[src/rtl/rf_pkg.sv]
// rf_pkg: shared defaults, address-width derivation and read-result type for the renamed register file.
package rf_pkg;
    localparam int DEF_DATA_W = 32;
    localparam int DEF_TAG_W = 5;
    localparam int DEF_NUM_REGS = 32;
    function automatic int rf_aw(int n);
        return (n > 1) ? $clog2(n) : 1;
    endfunction
    localparam int DEF_AW = rf_aw(DEF_NUM_REGS);
    typedef struct packed {
        logic ready;
        logic [DEF_TAG_W-1:0] tag;
        logic [DEF_DATA_W-1:0] value;
    } rf_read_t;
endpackage

[src/rtl/renamed_register_file_if.sv]
// renamed_register_file_if: bus between decode/issue + ROB commit (master) and the register file (slave).
// Ports: rdy, flush, rename_{en,addr,tag}, commit_{en,addr,tag,data} (flat per port),
//        read_addr (flat per port), read_{ready,tag,value} (flat per port), busy_count.
interface renamed_register_file_if #(
    parameter int DATA_W = rf_pkg::DEF_DATA_W,
    parameter int TAG_W = rf_pkg::DEF_TAG_W,
    parameter int NUM_REGS = rf_pkg::DEF_NUM_REGS,
    parameter int NUM_READ = 2,
    parameter int NUM_COMMIT = 2
);
    import rf_pkg::*;
    localparam int AW = rf_aw(NUM_REGS);
    localparam int CW = rf_aw(NUM_REGS + 1);
    logic rdy;
    logic flush;
    logic rename_en;
    logic [AW-1:0] rename_addr;
    logic [TAG_W-1:0] rename_tag;
    logic [NUM_COMMIT-1:0] commit_en;
    logic [NUM_COMMIT*AW-1:0] commit_addr;
    logic [NUM_COMMIT*TAG_W-1:0] commit_tag;
    logic [NUM_COMMIT*DATA_W-1:0] commit_data;
    logic [NUM_READ*AW-1:0] read_addr;
    logic [NUM_READ-1:0] read_ready;
    logic [NUM_READ*TAG_W-1:0] read_tag;
    logic [NUM_READ*DATA_W-1:0] read_value;
    logic [CW-1:0] busy_count;
    modport master(
        output rdy, flush, rename_en, rename_addr, rename_tag,
        output commit_en, commit_addr, commit_tag, commit_data, read_addr,
        input read_ready, read_tag, read_value, busy_count
    );
    modport slave(
        input rdy, flush, rename_en, rename_addr, rename_tag,
        input commit_en, commit_addr, commit_tag, commit_data, read_addr,
        output read_ready, read_tag, read_value, busy_count
    );
endinterface

[src/rtl/rf_read_port.sv]
// rf_read_port: one source-operand lookup with same-cycle commit bypass.
// Ports: addr in; busy/tags/values (entry state) in; rdy + commit_* in;
//        ready/tag/value out (tag only when waiting, value only when ready).
module rf_read_port #(
    parameter int DATA_W = rf_pkg::DEF_DATA_W,
    parameter int TAG_W = rf_pkg::DEF_TAG_W,
    parameter int NUM_REGS = rf_pkg::DEF_NUM_REGS,
    parameter int NUM_COMMIT = 2,
    parameter int AW = rf_pkg::rf_aw(NUM_REGS)
) (
    input  logic [AW-1:0] addr,
    input  logic [NUM_REGS-1:0] busy,
    input  logic [NUM_REGS-1:0][TAG_W-1:0] tags,
    input  logic [NUM_REGS-1:0][DATA_W-1:0] values,
    input  logic rdy,
    input  logic [NUM_COMMIT-1:0] commit_en,
    input  logic [NUM_COMMIT-1:0][AW-1:0] commit_addr,
    input  logic [NUM_COMMIT-1:0][TAG_W-1:0] commit_tag,
    input  logic [NUM_COMMIT-1:0][DATA_W-1:0] commit_data,
    output logic ready,
    output logic [TAG_W-1:0] tag,
    output logic [DATA_W-1:0] value
);
    logic hit;
    logic [DATA_W-1:0] hit_data;
    // Later ports overwrite earlier ones, so the highest matching port supplies the bypass value.
    always_comb begin
        hit = 1'b0;
        hit_data = '0;
        for (int k = 0; k < NUM_COMMIT; k++) begin
            if (rdy && commit_en[k] && commit_addr[k] == addr && commit_tag[k] == tags[addr]) begin
                hit = 1'b1;
                hit_data = commit_data[k];
            end
        end
        ready = !busy[addr] || hit;
        tag = ready ? '0 : tags[addr];
        value = !busy[addr] ? values[addr] : (hit ? hit_data : '0);
    end
endmodule

[src/rtl/renamed_register_file.sv]
// renamed_register_file: architectural register file with busy bits and producer rename tags.
// Ports: clk, rst (sync, active-high); bus (slave modport) carrying rename, commit, flush,
//        read ports and busy_count.
module renamed_register_file #(
    parameter int DATA_W = rf_pkg::DEF_DATA_W,
    parameter int TAG_W = rf_pkg::DEF_TAG_W,
    parameter int NUM_REGS = rf_pkg::DEF_NUM_REGS,
    parameter int NUM_READ = 2,
    parameter int NUM_COMMIT = 2
) (
    input logic clk,
    input logic rst,
    renamed_register_file_if.slave bus
);
    import rf_pkg::*;
    localparam int AW = rf_aw(NUM_REGS);
    localparam int CW = rf_aw(NUM_REGS + 1);
    logic [NUM_REGS-1:0][DATA_W-1:0] value, value_n;
    logic [NUM_REGS-1:0][TAG_W-1:0] tag, tag_n;
    logic [NUM_REGS-1:0] busy, busy_n;
    logic [CW-1:0] count, count_n;
    logic [NUM_COMMIT-1:0][AW-1:0] c_addr;
    logic [NUM_COMMIT-1:0][TAG_W-1:0] c_tag;
    logic [NUM_COMMIT-1:0][DATA_W-1:0] c_data;
    logic [NUM_READ-1:0][AW-1:0] rd_addr;
    logic [NUM_READ-1:0] rd_ready;
    logic [NUM_READ-1:0][TAG_W-1:0] rd_tag;
    logic [NUM_READ-1:0][DATA_W-1:0] rd_value;
    assign c_addr = bus.commit_addr;
    assign c_tag = bus.commit_tag;
    assign c_data = bus.commit_data;
    assign rd_addr = bus.read_addr;
    assign bus.read_ready = rd_ready;
    assign bus.read_tag = rd_tag;
    assign bus.read_value = rd_value;
    assign bus.busy_count = count;
    // Ordering encodes priority: higher commit port wins the value, rename beats commit clear,
    // flush beats rename. Register 0 is never written so it stays 0 / not busy.
    always_comb begin
        value_n = value;
        busy_n = busy;
        tag_n = tag;
        for (int k = 0; k < NUM_COMMIT; k++) begin
            if (bus.commit_en[k] && c_addr[k] != '0) begin
                value_n[c_addr[k]] = c_data[k];
                if (busy[c_addr[k]] && tag[c_addr[k]] == c_tag[k]) busy_n[c_addr[k]] = 1'b0;
            end
        end
        if (bus.rename_en && bus.rename_addr != '0) begin
            busy_n[bus.rename_addr] = 1'b1;
            tag_n[bus.rename_addr] = bus.rename_tag;
        end
        if (bus.flush) begin
            busy_n = '0;
            tag_n = '0;
        end
        count_n = '0;
        for (int i = 0; i < NUM_REGS; i++) count_n = count_n + CW'(busy_n[i]);
    end
    always_ff @(posedge clk) begin
        if (rst) begin
            value <= '0;
            busy <= '0;
            tag <= '0;
            count <= '0;
        end else if (bus.rdy) begin
            value <= value_n;
            busy <= busy_n;
            tag <= tag_n;
            count <= count_n;
        end
    end
    for (genvar j = 0; j < NUM_READ; j++) begin : g_read
        rf_read_port #(
            .DATA_W(DATA_W), .TAG_W(TAG_W), .NUM_REGS(NUM_REGS), .NUM_COMMIT(NUM_COMMIT), .AW(AW)
        ) u_port (
            .addr(rd_addr[j]),
            .busy(busy),
            .tags(tag),
            .values(value),
            .rdy(bus.rdy),
            .commit_en(bus.commit_en),
            .commit_addr(c_addr),
            .commit_tag(c_tag),
            .commit_data(c_data),
            .ready(rd_ready[j]),
            .tag(rd_tag[j]),
            .value(rd_value[j])
        );
    end
endmodule

[src/flat_wrapper.sv]
// flat-port wrapper written by rule: the top's interface ports become plain ports
module renamed_register_file_flat import rf_pkg::*;
#(
    parameter int DATA_W = rf_pkg::DEF_DATA_W,
    parameter int TAG_W = rf_pkg::DEF_TAG_W,
    parameter int NUM_REGS = rf_pkg::DEF_NUM_REGS,
    parameter int NUM_READ = 2,
    parameter int NUM_COMMIT = 2
)
  (clk, rst, bus_rdy, bus_flush, bus_rename_en, bus_rename_addr, bus_rename_tag, bus_commit_en, bus_commit_addr, bus_commit_tag, bus_commit_data, bus_read_addr, bus_read_ready, bus_read_tag, bus_read_value, bus_busy_count);
  renamed_register_file_if #(.DATA_W(DATA_W), .TAG_W(TAG_W), .NUM_REGS(NUM_REGS), .NUM_READ(NUM_READ), .NUM_COMMIT(NUM_COMMIT)) bus_i ();
  input logic clk;
  input logic rst;
  input wire logic [$bits(bus_i.rdy)-1:0] bus_rdy;
  input wire logic [$bits(bus_i.flush)-1:0] bus_flush;
  input wire logic [$bits(bus_i.rename_en)-1:0] bus_rename_en;
  input wire logic [$bits(bus_i.rename_addr)-1:0] bus_rename_addr;
  input wire logic [$bits(bus_i.rename_tag)-1:0] bus_rename_tag;
  input wire logic [$bits(bus_i.commit_en)-1:0] bus_commit_en;
  input wire logic [$bits(bus_i.commit_addr)-1:0] bus_commit_addr;
  input wire logic [$bits(bus_i.commit_tag)-1:0] bus_commit_tag;
  input wire logic [$bits(bus_i.commit_data)-1:0] bus_commit_data;
  input wire logic [$bits(bus_i.read_addr)-1:0] bus_read_addr;
  output wire logic [$bits(bus_i.read_ready)-1:0] bus_read_ready;
  output wire logic [$bits(bus_i.read_tag)-1:0] bus_read_tag;
  output wire logic [$bits(bus_i.read_value)-1:0] bus_read_value;
  output wire logic [$bits(bus_i.busy_count)-1:0] bus_busy_count;
  assign bus_i.rdy = bus_rdy;
  assign bus_i.flush = bus_flush;
  assign bus_i.rename_en = bus_rename_en;
  assign bus_i.rename_addr = bus_rename_addr;
  assign bus_i.rename_tag = bus_rename_tag;
  assign bus_i.commit_en = bus_commit_en;
  assign bus_i.commit_addr = bus_commit_addr;
  assign bus_i.commit_tag = bus_commit_tag;
  assign bus_i.commit_data = bus_commit_data;
  assign bus_i.read_addr = bus_read_addr;
  assign bus_read_ready = bus_i.read_ready;
  assign bus_read_tag = bus_i.read_tag;
  assign bus_read_value = bus_i.read_value;
  assign bus_busy_count = bus_i.busy_count;
  renamed_register_file #(.DATA_W(DATA_W), .TAG_W(TAG_W), .NUM_REGS(NUM_REGS), .NUM_READ(NUM_READ), .NUM_COMMIT(NUM_COMMIT)) u_core (.clk(clk), .rst(rst), .bus(bus_i));
endmodule
[config.mk]
export PLATFORM = sky130hd
export DESIGN_NAME = renamed_register_file_flat
export DESIGN_NICKNAME = d
export VERILOG_FILES = /design/src/rtl/rf_pkg.sv /design/src/rtl/renamed_register_file_if.sv /design/src/rtl/rf_read_port.sv /design/src/rtl/renamed_register_file.sv /design/src/flat_wrapper.sv
export SDC_FILE = /design/constraint.sdc
export NUM_CORES = 2
export LEC_CHECK = 0
export CAP_MARGIN = 20
export CORE_AREA = 2 2 443 620
export CTS_CLUSTER_DIAMETER = 80
export CTS_CLUSTER_SIZE = 25
export DETAILED_ROUTE_END_ITERATION = 8
export DIE_AREA = 0 0 445 622
export HOLD_SLACK_MARGIN = 0.08
export PLACE_DENSITY_LB_ADDON = 0.1
export SYNTH_ARGS = -nofsm -noshare
export SYNTH_HDL_FRONTEND = slang
export SYNTH_HIERARCHICAL = 1
export SYNTH_SLANG_ARGS = --single-unit
[constraint.sdc]
create_clock -name clk -period 15.2 [get_ports clk]
set_clock_uncertainty 0.15 [all_clocks]
set_input_delay 3.04 -clock clk [delete_from_list [all_inputs] [get_ports clk]]
set_output_delay 3.04 -clock clk [all_outputs]
set_load 0.05 [all_outputs]
==> impl_metrics.json <==
{
  "route.final.wire_length_um": 546000,
  "run_status": "complete, no violations",
  "maxcap_viol_count": 0,
  "cell_depth_of_the_worst_setup_path": 10,
  "synth_warnings": 6,
  "finalWeightedCongestion": 1.00,
  "first_pass_iters": 9,
  "globalRoute.totalOverflow": 0,
  "required_ns": 12.01,
  "post-route-util_pct": 33.2,
  "worst_setup_hold_path_clk_slew_ns": 0.09,
  "rows": 226,
  "finalMaxSlewViolations": 0,
  "total_power_mw": 7.39,
  "synth.lib_cells_used.distinct": 82,
  "place_ws_ns": 2.93,
  "async_flop_share_pct": 0,
  "standard_cell_with_the_maximum_stage_delay_on_the_critical_path": "sky130_fd_sc_hd__buf_4",
  "layout-drive-gt1-share_pct": 15.5,
  "ios": 193,
  "worst_r2r_path_depth": 24,
  "worstPathBufferInverterCount": 4,
  "non_filler_instance_count_after_layout": 12656,
  "post_synth_instance_area_um2": 81000,
  "cp_cell_sequence": "buf_8 > buf_4 > buf_4 > mux4_2 > mux4_2 > mux2i_1 > nor2_1 > a41oi_1 > o21ai_1 > clkdlybuf4s50_1",
  "worst_hold_path.num_cells": 2,
  "timing.critical_path.slowest_cell_delay_ns": 0.86,
  "numPortBuffers": 192,
  "timing.max_slew.rel_slack_pct": 10.5,
  "synth-edff-count": 0,
  "number_of_antenna_violations_at_the_first_check_in_global_routing": 52,
  "placed_cells_incl_taps": 12437,
  "post_cts.repair.setup_buffers": 0,
  "fmax_mhz": 82.8,
  "final.period_utilization_pct": 79.4,
  "postSynthRegisterBits": 1222,
  "groute.usage.overall_pct": 38.3,
  "hold_path_class": "reg2reg",
  "power_dissipated_by_switching_net_loads_mw": 2.53,
  "fp.dieArea_um2": 277000,
  "grt_first_pass_wirelength_um": 728000,
  "cp_max_fo": 85,
  "final_hold_viol_count": 0,
  "layout_commonest_cell": "sky130_fd_sc_hd__nor2_1",
  "antenna_violating_nets_post_route": 0,
  "combPwrFrac_pct": 15.6,
  "cts_root_buffer": "sky130_fd_sc_hd__clkbuf_16",
  "wl_per_cell_um": 43.1,
  "nNetsFinal": 9146,
  "worst-slew-pin-transition_ns": 1.31,
  "worstSetupPathType": "in2out",
  "power_switching_share_pct": 34.3,
  "proportion_of_synthesized_chip_area_in_sequential_cells_pct": 30.2,
  "critical_path.endpoint_type": "output pin",
  "detailed_route_drc_error_count": 0,
  "synthesis.area_per_instance_um2": 8.56,
  "die_h_um": 622,
  "cp-start-kind": "input port",
  "h-tree-depth": 3,
  "worst_ir_drop_vdd_v": 0.0000905,
  "power_density_nw_per_um2": 82.3,
  "grt_start_max_net_pins": 178,
  "whs_ns": 0.316,
  "dp.final_hpwl_um": 337000,
  "report.final.setup_viol": 0,
  "core_area_um2": 271000,
  "numCtsBuffers": 94,
  "grt_setup_unrepaired": "no",
  "cts_tree": "done",
  "number_of_global_route_vias_before_repair": 78359,
  "detailedRoute.firstIterationViolations": 11280,
  "crit_family": "buffers and inverters",
  "ys_dominant_reg_cell": "sky130_fd_sc_hd__dfxtp_1",
  "place_area_um2": 86200,
  "postLayoutCellArea_um2": 89900,
  "power.internal_mw": 4.86,
  "sequentialPowerShare_pct": 44.3,
  "setup_slack_ns": 3.12,
  "mostFrequentLayoutCells": "sky130_fd_sc_hd__nor2_1, sky130_fd_sc_hd__dfxtp_1, sky130_fd_sc_hd__nand2_1",
  "initial_cell_density_of_the_core_pct": 29.9,
  "cts-hold-fix-buffers": 0,
  "clk_path_buf_depth": 3,
  "x_dimension_of_the_die_um": 445,
  "power_leakage_nw": 28.8,
  "setup_tns_ns": 0,
  "num_vias": 83816,
  "worst_skew_pair.late_latency_ns": 0.82,
  "post_drt_via_cell_ratio": 6.62,
  "final.min_clock_period_ns": 12.08,
  "area_grow_syn2layout_pct": 10.9,
  "cts_sinks": 1222,
  "syn-instance-count": 9466,
  "arrival_ns": 8.89,
  "cts_resized": 0,
  "share_clk_of_total_power_pct": 40.1,
  "postSynthNetCount": 9608
}
==> path summary, 6_finish.rpt <==
check,from,endpoint,slack [ns]
setup / recovery,bus_read_addr[1],bus_read_value[15],3.12
setup reg to reg,u_core/tag[72],u_core/bus.busy_count[4],6.28
hold reg to reg,u_core/tag[126],u_core/tag[126],0.32
hold / removal,u_core/tag[126],u_core/tag[126],0.32
==> logic make-up after synthesis <==
logic type | Yosys count | synth area share (%)
AO/OA/AOI/OAI | 2284 | 19.1
XOR/XNOR | 43 | 0.465
flip-flops | 1222 | 30.2
multiplexers | 1226 | 25.5
buffers and inverters | 1160 | 5.92
AND/OR/NAND/NOR | 3500 | 18.1
adder cells (fa/ha/maj) | 31 | 0.701
==> state kept, by name, indices dropped and copies added, names as in the netlist <==
register               flops
u_core/value            1024
u_core/tag               160
u_core/busy               32
u_core/bus.busy_count      6
==> per-layer routing <==
metal	part of all wire [%]	vias to the layer above	GRT usage [%]
li1	-	34307	-
met2	45	5367	59.6
met1	35	42376	42.4
met3	8.8	1740	10.1
met4	11	26	35.8
met5	0.042	-	0.157
==> power groups by stage <==
stage               Clock, mW  Combinational (mW)  Sequential, mW
detailed placement          0                1.11            3.35
global route             3.10                1.18            3.28
finish                   2.97                1.15            3.28
floorplan                   0               0.658            3.33
global placement            0                1.11            3.35
CTS                      3.00                1.12            3.27
==> worst min-delay path, delay by kind of cell (launching register included) <==
| family | cells | cell delay (ns) |
|---|---|---|
| flip-flops | 1 | 0.32 |
| AND/OR/NAND/NOR | 1 | 0.06 |
| AO/OA/AOI/OAI | 1 | 0.05 |
==> final cells by class <==
class                   count  area [µm²]
multi-input cells        7084       52500
clock inverters            77        1030
diodes                     38        95.1
clock buffers              99        2410
inverters                  43         166
repair buffers            559        4790
flip-flops and latches   1222       24500
fillers                 27844      181000
well taps                3534        4420
==> synth_stat cells (all sizes together), types with 223 or more instances <==
cell type,count,area (µm²)
nor3,322,1620
a311oi,438,3840
a211oi,223,1670
nand2,1245,4670
buf,226,1290
o21ai,650,3260
clkbuf,891,3350
a21oi,319,1610
mux4,673,15200
mux2i,545,5460
dfxtp,1222,24500
nor2,1575,5910
(Power assumes the default switching activity.)
